<file path="src/rtl/issue_stage_pkg.sv">
// Shared types and constants for the operand-read / issue stage.
// Slot A holds a decoded instruction; slot B holds it with resolved operands.
package issue_stage_pkg;

    localparam int unsigned XLEN       = 32;
    localparam int unsigned ISSUE_OP_W = 8;
    localparam logic [4:0]  REG_ZERO   = 5'd0;

    typedef struct packed {
        logic [ISSUE_OP_W-1:0] op;
        logic                  rs1_v;
        logic [4:0]            rs1;
        logic                  rs2_v;
        logic [4:0]            rs2;
        logic                  rd_v;
        logic [4:0]            rd;
        logic [XLEN-1:0]       imm;
        logic [XLEN-1:0]       pc;
    } issue_slot_t;

    typedef struct packed {
        logic [ISSUE_OP_W-1:0] op;
        logic [XLEN-1:0]       a;
        logic [XLEN-1:0]       b;
        logic [XLEN-1:0]       imm;
        logic [XLEN-1:0]       pc;
        logic                  rd_v;
        logic [4:0]            rd;
    } ex_slot_t;

    // x0 and unused sources always read as zero, whatever the register file returns.
    function automatic logic [XLEN-1:0] src_operand(input logic            used,
                                                    input logic [4:0]      ad,
                                                    input logic [XLEN-1:0] data);
        return (used && ad != REG_ZERO) ? data : '0;
    endfunction

endpackage

</file>
<file path="src/rtl/issue_slot.sv">
// Single-entry valid/ready pipeline register for a decoded instruction,
// with flush and dequeue; accepts a new entry in the cycle the old one leaves.
module issue_slot
    import issue_stage_pkg::*;
(
    input  logic        clk,
    input  logic        rst,
    input  logic        flush_i,
    input  logic        deq_i,
    input  logic        in_valid_i,
    output logic        in_ready_o,
    input  issue_slot_t in_data_i,
    output logic        valid_o,
    output issue_slot_t data_o
);

    logic        valid_q, valid_d;
    issue_slot_t data_q, data_d;
    logic        accept;

    assign in_ready_o = (!valid_q || deq_i) && !flush_i;
    assign accept     = in_valid_i && in_ready_o;

    // NOTE: every always_comb output gets a default first, so no path can infer a latch.
    always_comb begin
        valid_d = valid_q;
        data_d  = data_q;
        if (flush_i) begin
            valid_d = 1'b0;
        end else if (accept) begin
            valid_d = 1'b1;
            data_d  = in_data_i;
        end else if (deq_i) begin
            valid_d = 1'b0;
        end
    end

    // NOTE: the payload is reset too because its rd field is visible on a port out of reset.
    always_ff @(posedge clk) begin
        if (rst) begin
            valid_q <= 1'b0;
            data_q  <= '0;
        end else begin
            valid_q <= valid_d;
            data_q  <= data_d;
        end
    end

    assign valid_o = valid_q;
    assign data_o  = data_q;

endmodule

</file>
<file path="src/rtl/issue_stage.sv">
// Operand-read and issue stage: reads sources, waits out reservations,
// reserves rd on issue and presents a registered slot to execute.
module issue_stage
    import issue_stage_pkg::*;
#(
    parameter int unsigned OP_W = ISSUE_OP_W
) (
    input  logic             clk,
    input  logic             rst,
    input  logic             flush,
    input  logic             in_valid,
    output logic             in_ready,
    input  logic [OP_W-1:0]  in_op,
    input  logic             in_rs1_v,
    input  logic             in_rs2_v,
    input  logic [4:0]       in_rs1,
    input  logic [4:0]       in_rs2,
    input  logic             in_rd_v,
    input  logic [4:0]       in_rd,
    input  logic [XLEN-1:0]  in_imm,
    input  logic [XLEN-1:0]  in_pc,
    output logic             r0_valid,
    output logic             r1_valid,
    output logic [4:0]       r0_ad,
    output logic [4:0]       r1_ad,
    input  logic [XLEN-1:0]  r0_data,
    input  logic [XLEN-1:0]  r1_data,
    input  logic             r_v,
    output logic             block_rd,
    output logic [4:0]       rd,
    output logic             ex_valid,
    input  logic             ex_ready,
    output logic [OP_W-1:0]  ex_op,
    output logic [XLEN-1:0]  ex_a,
    output logic [XLEN-1:0]  ex_b,
    output logic [XLEN-1:0]  ex_imm,
    output logic [XLEN-1:0]  ex_pc,
    output logic             ex_rd_v,
    output logic [4:0]       ex_rd,
    output logic [31:0]      stall_cnt
);

    issue_slot_t a_in, a_q;
    logic        a_valid;
    logic        issue, hazard;

    ex_slot_t    b_q, b_d;
    logic        b_valid_q, b_valid_d;
    logic [31:0] stall_cnt_q, stall_cnt_d;

    assign a_in = '{op:    ISSUE_OP_W'(in_op),
                    rs1_v: in_rs1_v, rs1: in_rs1,
                    rs2_v: in_rs2_v, rs2: in_rs2,
                    rd_v:  in_rd_v,  rd:  in_rd,
                    imm:   in_imm,   pc:  in_pc};

    // Reset is folded into flush so nothing is accepted during the reset cycle.
    issue_slot u_slot_a (
        .clk        (clk),
        .rst        (rst),
        .flush_i    (flush || rst),
        .deq_i      (issue),
        .in_valid_i (in_valid),
        .in_ready_o (in_ready),
        .in_data_i  (a_in),
        .valid_o    (a_valid),
        .data_o     (a_q)
    );

    assign r0_valid = a_valid && a_q.rs1_v;
    assign r1_valid = a_valid && a_q.rs2_v;
    assign r0_ad    = a_valid ? a_q.rs1 : REG_ZERO;
    assign r1_ad    = a_valid ? a_q.rs2 : REG_ZERO;

    assign hazard = a_valid && !r_v;
    assign issue  = a_valid && r_v && (!b_valid_q || ex_ready) && !flush && !rst;

    // The reservation lands with the capture into B, ahead of the next instruction's read.
    assign block_rd = issue && a_q.rd_v && (a_q.rd != REG_ZERO);
    assign rd       = a_q.rd;

    always_comb begin
        b_valid_d = b_valid_q;
        b_d       = b_q;
        if (flush) begin
            b_valid_d = 1'b0;
        end else if (issue) begin
            b_valid_d = 1'b1;
            b_d.op    = a_q.op;
            b_d.a     = src_operand(a_q.rs1_v, a_q.rs1, r0_data);
            b_d.b     = src_operand(a_q.rs2_v, a_q.rs2, r1_data);
            b_d.imm   = a_q.imm;
            b_d.pc    = a_q.pc;
            b_d.rd_v  = a_q.rd_v;
            b_d.rd    = a_q.rd;
        end else if (ex_ready && b_valid_q) begin
            b_valid_d = 1'b0;
        end
    end

    always_comb begin
        stall_cnt_d = stall_cnt_q;
        if (hazard && !flush && stall_cnt_q != 32'hFFFF_FFFF) begin
            stall_cnt_d = stall_cnt_q + 32'd1;
        end
    end

    // NOTE: sequential state uses non-blocking assignments so all registers update together.
    always_ff @(posedge clk) begin
        if (rst) begin
            b_valid_q   <= 1'b0;
            b_q         <= '0;
            stall_cnt_q <= '0;
        end else begin
            b_valid_q   <= b_valid_d;
            b_q         <= b_d;
            stall_cnt_q <= stall_cnt_d;
        end
    end

    assign ex_valid  = b_valid_q;
    assign ex_op     = OP_W'(b_q.op);
    assign ex_a      = b_q.a;
    assign ex_b      = b_q.b;
    assign ex_imm    = b_q.imm;
    assign ex_pc     = b_q.pc;
    assign ex_rd_v   = b_q.rd_v;
    assign ex_rd     = b_q.rd;
    assign stall_cnt = stall_cnt_q;

endmodule

</file>
<file path="config.mk">
export PLATFORM = sky130hd
export DESIGN_NAME = issue_stage
export DESIGN_NICKNAME = d
export VERILOG_FILES = /design/src/rtl/issue_stage_pkg.sv /design/src/rtl/issue_slot.sv /design/src/rtl/issue_stage.sv
export SDC_FILE = /design/constraint.sdc
export NUM_CORES = 1
export LEC_CHECK = 0
export CORE_MARGIN = 10
export CORE_UTILIZATION = 48
export DETAILED_ROUTE_END_ITERATION = 10
export GPL_TIMING_DRIVEN = 0
export PLACE_DENSITY = 0.88
export SYNTH_ARGS = -nofsm -noshare
export SYNTH_HDL_FRONTEND = slang
export SYNTH_SLANG_ARGS = --single-unit
</file>
<file path="constraint.sdc">
create_clock -name clk -period 7.06 [get_ports clk]
set_input_delay 1.412 -clock clk [delete_from_list [all_inputs] [get_ports clk]]
set_output_delay 1.412 -clock clk [all_outputs]
set_load 0.1 [all_outputs]
</file>
# == After elaboration in Yosys (flattened, before gate mapping) ==
# Cells that the tools add are included.
# classes
addsub,1
eq_ne,1
muxes,8
bitwise_logic,2
n_reduce_logical,34
# ops
op,count
two-way mux 32 bit,2
"adder 32 x 1 -> 32 bit, second input constant",1
"inequality test 32 bit, second input constant",1
logical AND 1 bit,16
nonzero test 5 bit,3
two-way mux 5 bit,2
logical NOT 1 bit,6
two-way mux 1 bit,4
AND reduction 2 bit,2
nonzero test 2 bit,2
OR reduction 2 bit,2
logical OR 1 bit,3
NOT 1 bit,2
# word_totals
register_bits,266
out_inout_bits,194
elab_cells,65

# == Depth between registers and ports, before layout ==
# depth
ltp_word,9
depth_mapped,8
depth_no_buf,6

# == By module ==
# Synthesis repeated with hierarchy kept, for this count alone.
# unflattened
cells_unflattened,1247
area_unflattened_um2,10906.7
# modules_own_cells
mod,n_inst,cells_each,area_per_inst_um2
issue_stage,1,851,6735.2
issue_slot,1,396,4171.5

# == Worst setup path before layout ==
# Ideal clock, no wire load.
# synth_path
path_kind,input port to output port
from,input port flush
to,output port block_rd
t_arrival_ps,4382
t_required_ps,5648
path_slack_ps,1266
stages,7
path_cell_list,or2_2 clkbuf_1 nor3_1 clkbuf_1 clkbuf_1 nand2_1 a21oi_1
# synth_via
elab_chain_cells,5
# synth_lines
item,line_no,source
start: declaration,issue_stage.sv:10,"input logic flush,"
logical NOT 1 bit,issue_stage.sv:76,assign issue = a_valid && r_v && (!b_valid_q || ex_ready) && !flush && !rst;
logical AND 1 bit (2 in series),issue_stage.sv:76,
logical AND 1 bit (2 in series),issue_stage.sv:79,assign block_rd = issue && a_q.rd_v && (a_q.rd != REG_ZERO);
end: declaration,issue_stage.sv:29,"output logic block_rd,"
# No other way between the ends.

# == Worst setup path in the final report ==
# Ends and elaborated chain as after synthesis.

==> key figures <==
Run status
  • Status: finished, final reports clean

Global route
  • Vias in the first global route: about 10000
  • Gr usage total: 25.5%
  • GRT Residual Overflow: 0
  • Initial antenna violation count: 0
  • Largest net degree at the start of global routing: 15
  • First-pass GRT wire length: 54700 microns

Final layout
  • Nets@finish: approximately 1700
  • Synth-to-Final Area Change: 48.0%
  • Layout cells sized above 1: 4.27%
  • Layout Cells excl Fill: about 1800
  • Final core utilization: 72.4%
  • # fillers: 1467

Job
  • Total of max-cap violations: 0

Setup path
  • Worst setup path category: in -> out
  • R2r endpoint: ex_rd_v
  • Nature of the critical path endpoint: output port
  • R2R Path Start: u_slot_a.valid_o
  • Critical path startpoint category: primary input
  • Crit path max fanout: 10
  • Worst Path Required: 5.65 ns
  • Worst R2R Path Depth: 6
  • Critical Path AT: 5.53 ns
  • Reg-to-reg slack, setup: 3.82 ns

Hold path
  • Hold path startpoint: ex_b[14]
  • Hold Crit Depth: 2
  • Hold EP: ex_b[14]
  • Hold Crit Class: reg -> reg

Clocking
  • Setup Fix Bufs, Post-CTS: 0
  • CTS tree: done
  • Worst-path clk slew: 0.07 ns
  • CTS Buffer Depth: 3
  • Root Driver: clkbuf_16
  • Clk_lat worst skew: 0.53 ns
  • Clock sink count: 266
  • Cts bufs inserted: 27
  • H-tree levels: 1

Timing
  • Fin. max-slew vios: 0
  • Fin crit share: 98.3%
  • RSZ-0062 raised after global routing: false
  • Tightest Pin Transition: 1.13 ns
  • Slew HR: about a quarter
  • Final setup violation count: 0
  • Peak Freq: around 140 MHz
  • Fin. Hold Viols: 0
  • Worst clock skew: 0.00717 ns
  • Final WS setup: 0.119 ns
  • Fin crit period: ~7 ns

Drt
  • Drt pass-1 iters: 5
  • DRC violation count after routing: 0
  • Routed wire length: 36600 microns
  • Post-DRT Antenna Nets: 0
  • Iteration-0 DRC Markers: 755
  • Avg Vias per Cell: 5.38
  • Routed WL per cell: 20.1 microns
  • Via Count: 9774

Place
  • Buffers on Ports: approximately 350
  • GPL Wtd Cong: 0.931
  • Worst slack, placed: -0.397 ns
  • Placed insts: 1769
  • Detailed placer's ending HPWL: 27600 microns

Yosys
  • Synth unique cells: 45
  • Yosys reg bits: roughly 270
  • Area contributors post-synth: dfxtp_1 53%, mux2i_1 9.0%, nand2_1 8.7%
  • Most frequent cell after synthesis: dfxtp_1
  • Seq/Total Area, Yosys: 53.4%
  • Synth warnings: 0
  • Ys async rst share: 0%
  • Post-synth EDFFs: 0
  • Top FF cell, synth: dfxtp_1
  • Cell accounting for the most synthesized area: dfxtp_1
  • Synthesized instance count: approximately 1100
  • Syn_nets: 1307
  • Commonest cells in the netlist: 266 x dfxtp_1, 231 x nand2_1, 159 x a21oi_1
  • Post-Synthesis Cell Area: 9970 sq um
  • Top cell type's share of synthesized area: 53.4%
  • Syn_area_per_cell: between 8 and 9 sq um

Floorplan
  • Initial core utilization: 48.9%
  • Die Ht: 164 microns
  • Die area: 26900 sq um
  • Standard-cell rows: 52
  • Die W: ~160 microns
  • I/O pin total: 354
  • Core area: 20400 sq um

Pwr
  • Final Power: 3.21 mW
  • VDD IR-drop max: around 180 uV
  • PwrDens: ~220 nW/um^2
  • Cell leakage power: 5.55 nW
-- cell type report --
type / count / area [sq um] / area share [%]
timing repair buffer: 353 / 3530 / 24.0
tap: 270 / 338 / 2.29
inverter: 8 / 30.0 / 0.204
sequential: 266 / 5330 / 36.1
clock buffer: 36 / 739 / 5.01
buffer: 91 / 370 / 2.51
antenna: 1 / 2.50 / 0.0170
clock inverter: 12 / 166 / 1.13
multi-input combinational: 781 / 4240 / 28.8
-- per-layer routing --
| layer | part of all wire [%] | vias up | track usage, % | wire length (microns) |
|---|---|---|---|---|
| met3 | 12 | 76 | 9.81 | 4280 |
| li1 | - | 4641 | - | - |
| met2 | 48 | 463 | 44.1 | 17700 |
| met1 | 37 | 4594 | 28.1 | 13400 |
| met5 | 0 | - | 0 | 0 |
| met4 | 3.2 | 0 | 8.45 | 1160 |
-- timing repair --
item	4_1_cts	5_1_grt
hold buffers	0	0
setup endpoints to repair	1	0
gates resized for setup	3	0
-- worst max path at each step --
stage,to,depth (start not counted),from
CTS,block_rd,9,flush
detailed placement,block_rd,9,flush
global route,block_rd,9,flush
finish,block_rd,9,flush
floorplan,block_rd,7,flush
global placement,block_rd,9,flush
-- placed cells by master (no fill, tap or decap), drive strengths merged, types with 5 or more instances in the layout --
cell type / instances
nor2: 116
clkbuf: 113
a2111oi: 6
clkdlybuf4s50: 352
dfxtp: 266
clkinv: 6
nand2: 231
inv: 9
xnor2: 14
nand4: 6
a21oi: 159
nand3: 76
o31ai: 6
and2: 12
or4: 10
o21ai: 5
buf: 14
mux2i: 90
or3: 6
-- power by group --
group          switching, mW  leakage, nW  total, mW  internal [mW]
clock                  0.585        0.446       1.47          0.880
sequential            0.0115         2.15       1.53           1.52
combinational          0.104         2.95      0.216          0.112
-- state kept, by name, indices dropped and copies added, names as in the netlist, 5 cells and up --
register,flops
u_slot_a.data_o,90
ex_a,32
ex_b,32
ex_imm,32
ex_pc,32
stall_cnt,32
ex_op,8
ex_rd,5
-- worst max-delay path, stage by stage --
cell and delay [ns]:
clkdlybuf4s50_1 0.46, or2_2 0.33, clkbuf_1 0.17, nor3_1 0.81, clkbuf_1 0.68, clkbuf_1 0.64
nand2_1 0.22, a21oi_1 0.17, clkdlybuf4s15_2 0.61
-- per-stage QoR --
step                hold WS (ns)  setup TNS [ns]  instance area (sq um)
floorplan                  0.432               0                   9970
finish                     0.450               0                  14700
global route               0.461               0                  14700
detailed placement         0.442          -0.397                  13800
global placement           0.437          -0.411                  13800
CTS                        0.451               0                  14700
-- cell families (layout without fill, tap and decap cells) --
kind of cell / Yosys count / after routing / share of synthesized area [%]
simple gates: 480 / 480 / 21.0
flops: 266 / 266 / 53.4
compound gates: 193 / 193 / 10.8
buf+inv: 99 / 500 / 4.02
mux: 93 / 93 / 9.38
xor+xnor: 14 / 14 / 1.23
fa+ha+maj: 1 / 1 / 0.125
other cells: 0 / 1 / 0
Note: power is estimated with default switching activity, not from simulation.
==> edit, RTL diff (same settings) <==
Change the package constant `REG_ZERO` from 5'd0 to 5'd1.
--- a/src/rtl/issue_stage_pkg.sv
+++ b/src/rtl/issue_stage_pkg.sv
@@ -4,7 +4,7 @@
 
     localparam int unsigned XLEN       = 32;
     localparam int unsigned ISSUE_OP_W = 8;
-    localparam logic [4:0]  REG_ZERO   = 5'd0;
+    localparam logic [4:0]  REG_ZERO   = 5'd1;
 
     typedef struct packed {
         logic [ISSUE_OP_W-1:0] op;
Function: changed (a bounded check fails within 4 cycles, from zero or initial values and one cycle with rst high).
==> edit against the original RTL <==
  * Setup slack better by 0.22 ns
  * Synthesized area hardly changed
  * Highest routed layer is now met5
  * Sequential power hardly changed
  * Largest cell class unchanged
  * Die area hardly changed
  * Total power is 4.0% higher
  * Synthesized cell count is 0.61% higher
  * Routed wire length is 1.0% lower
  * Sequential cell count stayed put
  * Largest power group is now clock
  * Cell area is 0.68% higher
  * Count of clock-buffer cells in the layout is 5 higher
==> edit: results <==
metrics = {
    "run_status": {
        "status": "finished, final reports clean",
    },
    "clock_tree": {
        "htreeDepth": 1,
        "root_buffer": "clkbuf_16",
        "numCtsBuffers": 28,
        "postCtsSetupBuffers": 0,
        "clk_path_buf_depth": 3,
        "clkLatencyLatePin_ns": 0.54,
        "path_clk_slew_ns": 0.06,
    },
    "route": {
        "totalWireLength_um": 36200,
        "drt-pass1-iter-count": 5,
        "vias": 9844,
        "drt-initial-drc-count": 776,
        "vias_per_cell": 5.38,
    },
    "logic_synthesis": {
        "yosys_most_used_dff": "dfxtp_1",
        "ys_top_cells_by_count": "266 x dfxtp_1, 231 x nand2_1, 175 x a21oi_1, 98 x nor2_1, 90 x mux2i_1",
        "netlist_instances": 1153,
        "yosysSeqAreaShare": 0.534,
        "async_flop_share": 0,
        "synth_nets": 1314,
        "synth_cell_types": 41,
        "yosysWarnings": 0,
        "synthTopCellsByArea": "dfxtp_1 53%, mux2i_1 9.0%, a21oi_1 8.8%, nand2_1 8.7%, nand3_1 3.8%",
    },
    "place": {
        "port_buffers": 352,
        "place_congestion": 0.851,
        "dp_hpwl_um": 26800,
        "dp.cells": 1775,
        "post_dp_cell_area_um2": 13800,
        "dp_slack_ns": -0.143,
    },
    "pwr": {
        "p_leak_nw": 5.58,
        "ir_worst_vdd_mv": 0.189,
        "p_sw_mw": 0.707,
    },
    "setup_path": {
        "arrival_ns": 5.31,
        "cp_slowest_cell": "clkdlybuf4s50_1",
        "cpPeakStageDelay_ns": 1.20,
        "crit_family": "buffers and inverters",
        "critical_path.max_fanout": 10,
    },
    "global_route": {
        "grt_pass1_vias": 9740,
        "antenna_found_initial": 8,
        "grt_max_degree": 15,
        "grt_pass1_wl_um": 54200,
        "grt.total_usage": 0.254,
    },
    "cells_and_area": {
        "drive_above_1_share": 0.0489,
        "largest_register_ffs": 90,
        "fillers": 1504,
        "final_nets": 1696,
    },
    "timing": {
        "tightest_slew_ns": 1.09,
        "fin_skew_ns": 0.0217,
    },
    "hold_path": {
        "min_path_type": "reg2reg",
    },
}
[edit: cell count changes after synthesis, sizes merged, moves of 3 or more]
cell / unedited run / this run
buf: 14 / 24
or3: 6 / 23
a2111oi: 6 / 0
nor2: 116 / 98
a31oi: 4 / 0
o31ai: 6 / 9
nand4: 6 / 9
xnor2: 14 / 0
a21oi: 159 / 175
o21ai: 5 / 21
clkbuf: 77 / 67
a311oi: 4 / 0
[edit: kinds of logic after synthesis]
logic type	synth area share
flip-flops	0.534
AO/OA/AOI/OAI	0.111
buffers and inverters	0.0416
adder cells (fa/ha/maj)	0.00126
multiplexers	0.0926
AND/OR/NAND/NOR	0.219
[edit: final cells by class]
| cell class | instances | area, um^2 | area share |
|---|---|---|---|
| sequential | 266 | 5330 | 0.359 |
| multi-input combinational | 788 | 4230 | 0.285 |
| timing repair buffer | 352 | 3520 | 0.237 |
| clock buffer | 41 | 800 | 0.0538 |
| buffer | 91 | 384 | 0.0259 |
| tap | 270 | 338 | 0.0228 |
| clock inverter | 8 | 201 | 0.0136 |
| inverter | 8 | 30.0 | 0.00202 |
| antenna | 6 | 15.0 | 0.00101 |
[edit: final timing paths]
path	startpoint	end	slack (ns)	depth (start not counted)
setup reg to reg	ex_valid	ex_b[12]	4.41	7
hold / removal	ex_b[8]	ex_b[8]	0.45	2
setup / recovery	flush	block_rd	0.34	9
hold reg to reg	ex_b[8]	ex_b[8]	0.45	2
[edit: layer usage]
metal  share of wire  vias up  global-route usage  routed length, um
met1            0.38     4651               0.291              13800
li1                -     4675                   -                  -
met3           0.089      102              0.0748               3220
met4           0.046        4               0.120               1670
met5         0.00063        -                   0                 23
met2            0.48      412               0.425              17600
[edit: power by group through the flow]
| stage | combinational [mW] | clock, mW | sequential [mW] |
|---|---|---|---|
| 2_1_floorplan | 0.0891 | 0 | 1.57 |
| 3_3_place_gp | 0.215 | 0 | 1.56 |
| 3_5_place_dp | 0.218 | 0 | 1.56 |
| 4_1_cts | 0.221 | 1.61 | 1.53 |
| 5_1_grt | 0.235 | 1.67 | 1.53 |
| 6_report | 0.220 | 1.59 | 1.53 |
[edit: worst reg2reg max path: stages (launching register included)]
cell	delay (ns)
dfxtp_1	0.35
nor2b_1	0.27
or3_1	0.16
clkbuf_1	0.48
clkbuf_1	0.47
clkbuf_1	0.49
nand2_1	0.16
a21oi_1	0.19
[edit: through the flow]
step / hold slack, ns / utilization
3_5_place_dp: 0.442 / 0.679
6_report: 0.450 / 0.729
2_1_floorplan: 0.432 / -
3_3_place_gp: 0.434 / 0.679
5_1_grt: 0.465 / 0.729
4_1_cts: 0.450 / 0.728
[edit: what timing repair did]
| item | CTS | global route |
|---|---|---|
| resized for setup | 1 | 0 |
| endpoints found under the hold margin | 0 | 0 |
| endpoints found under the setup margin | 1 | 0 |
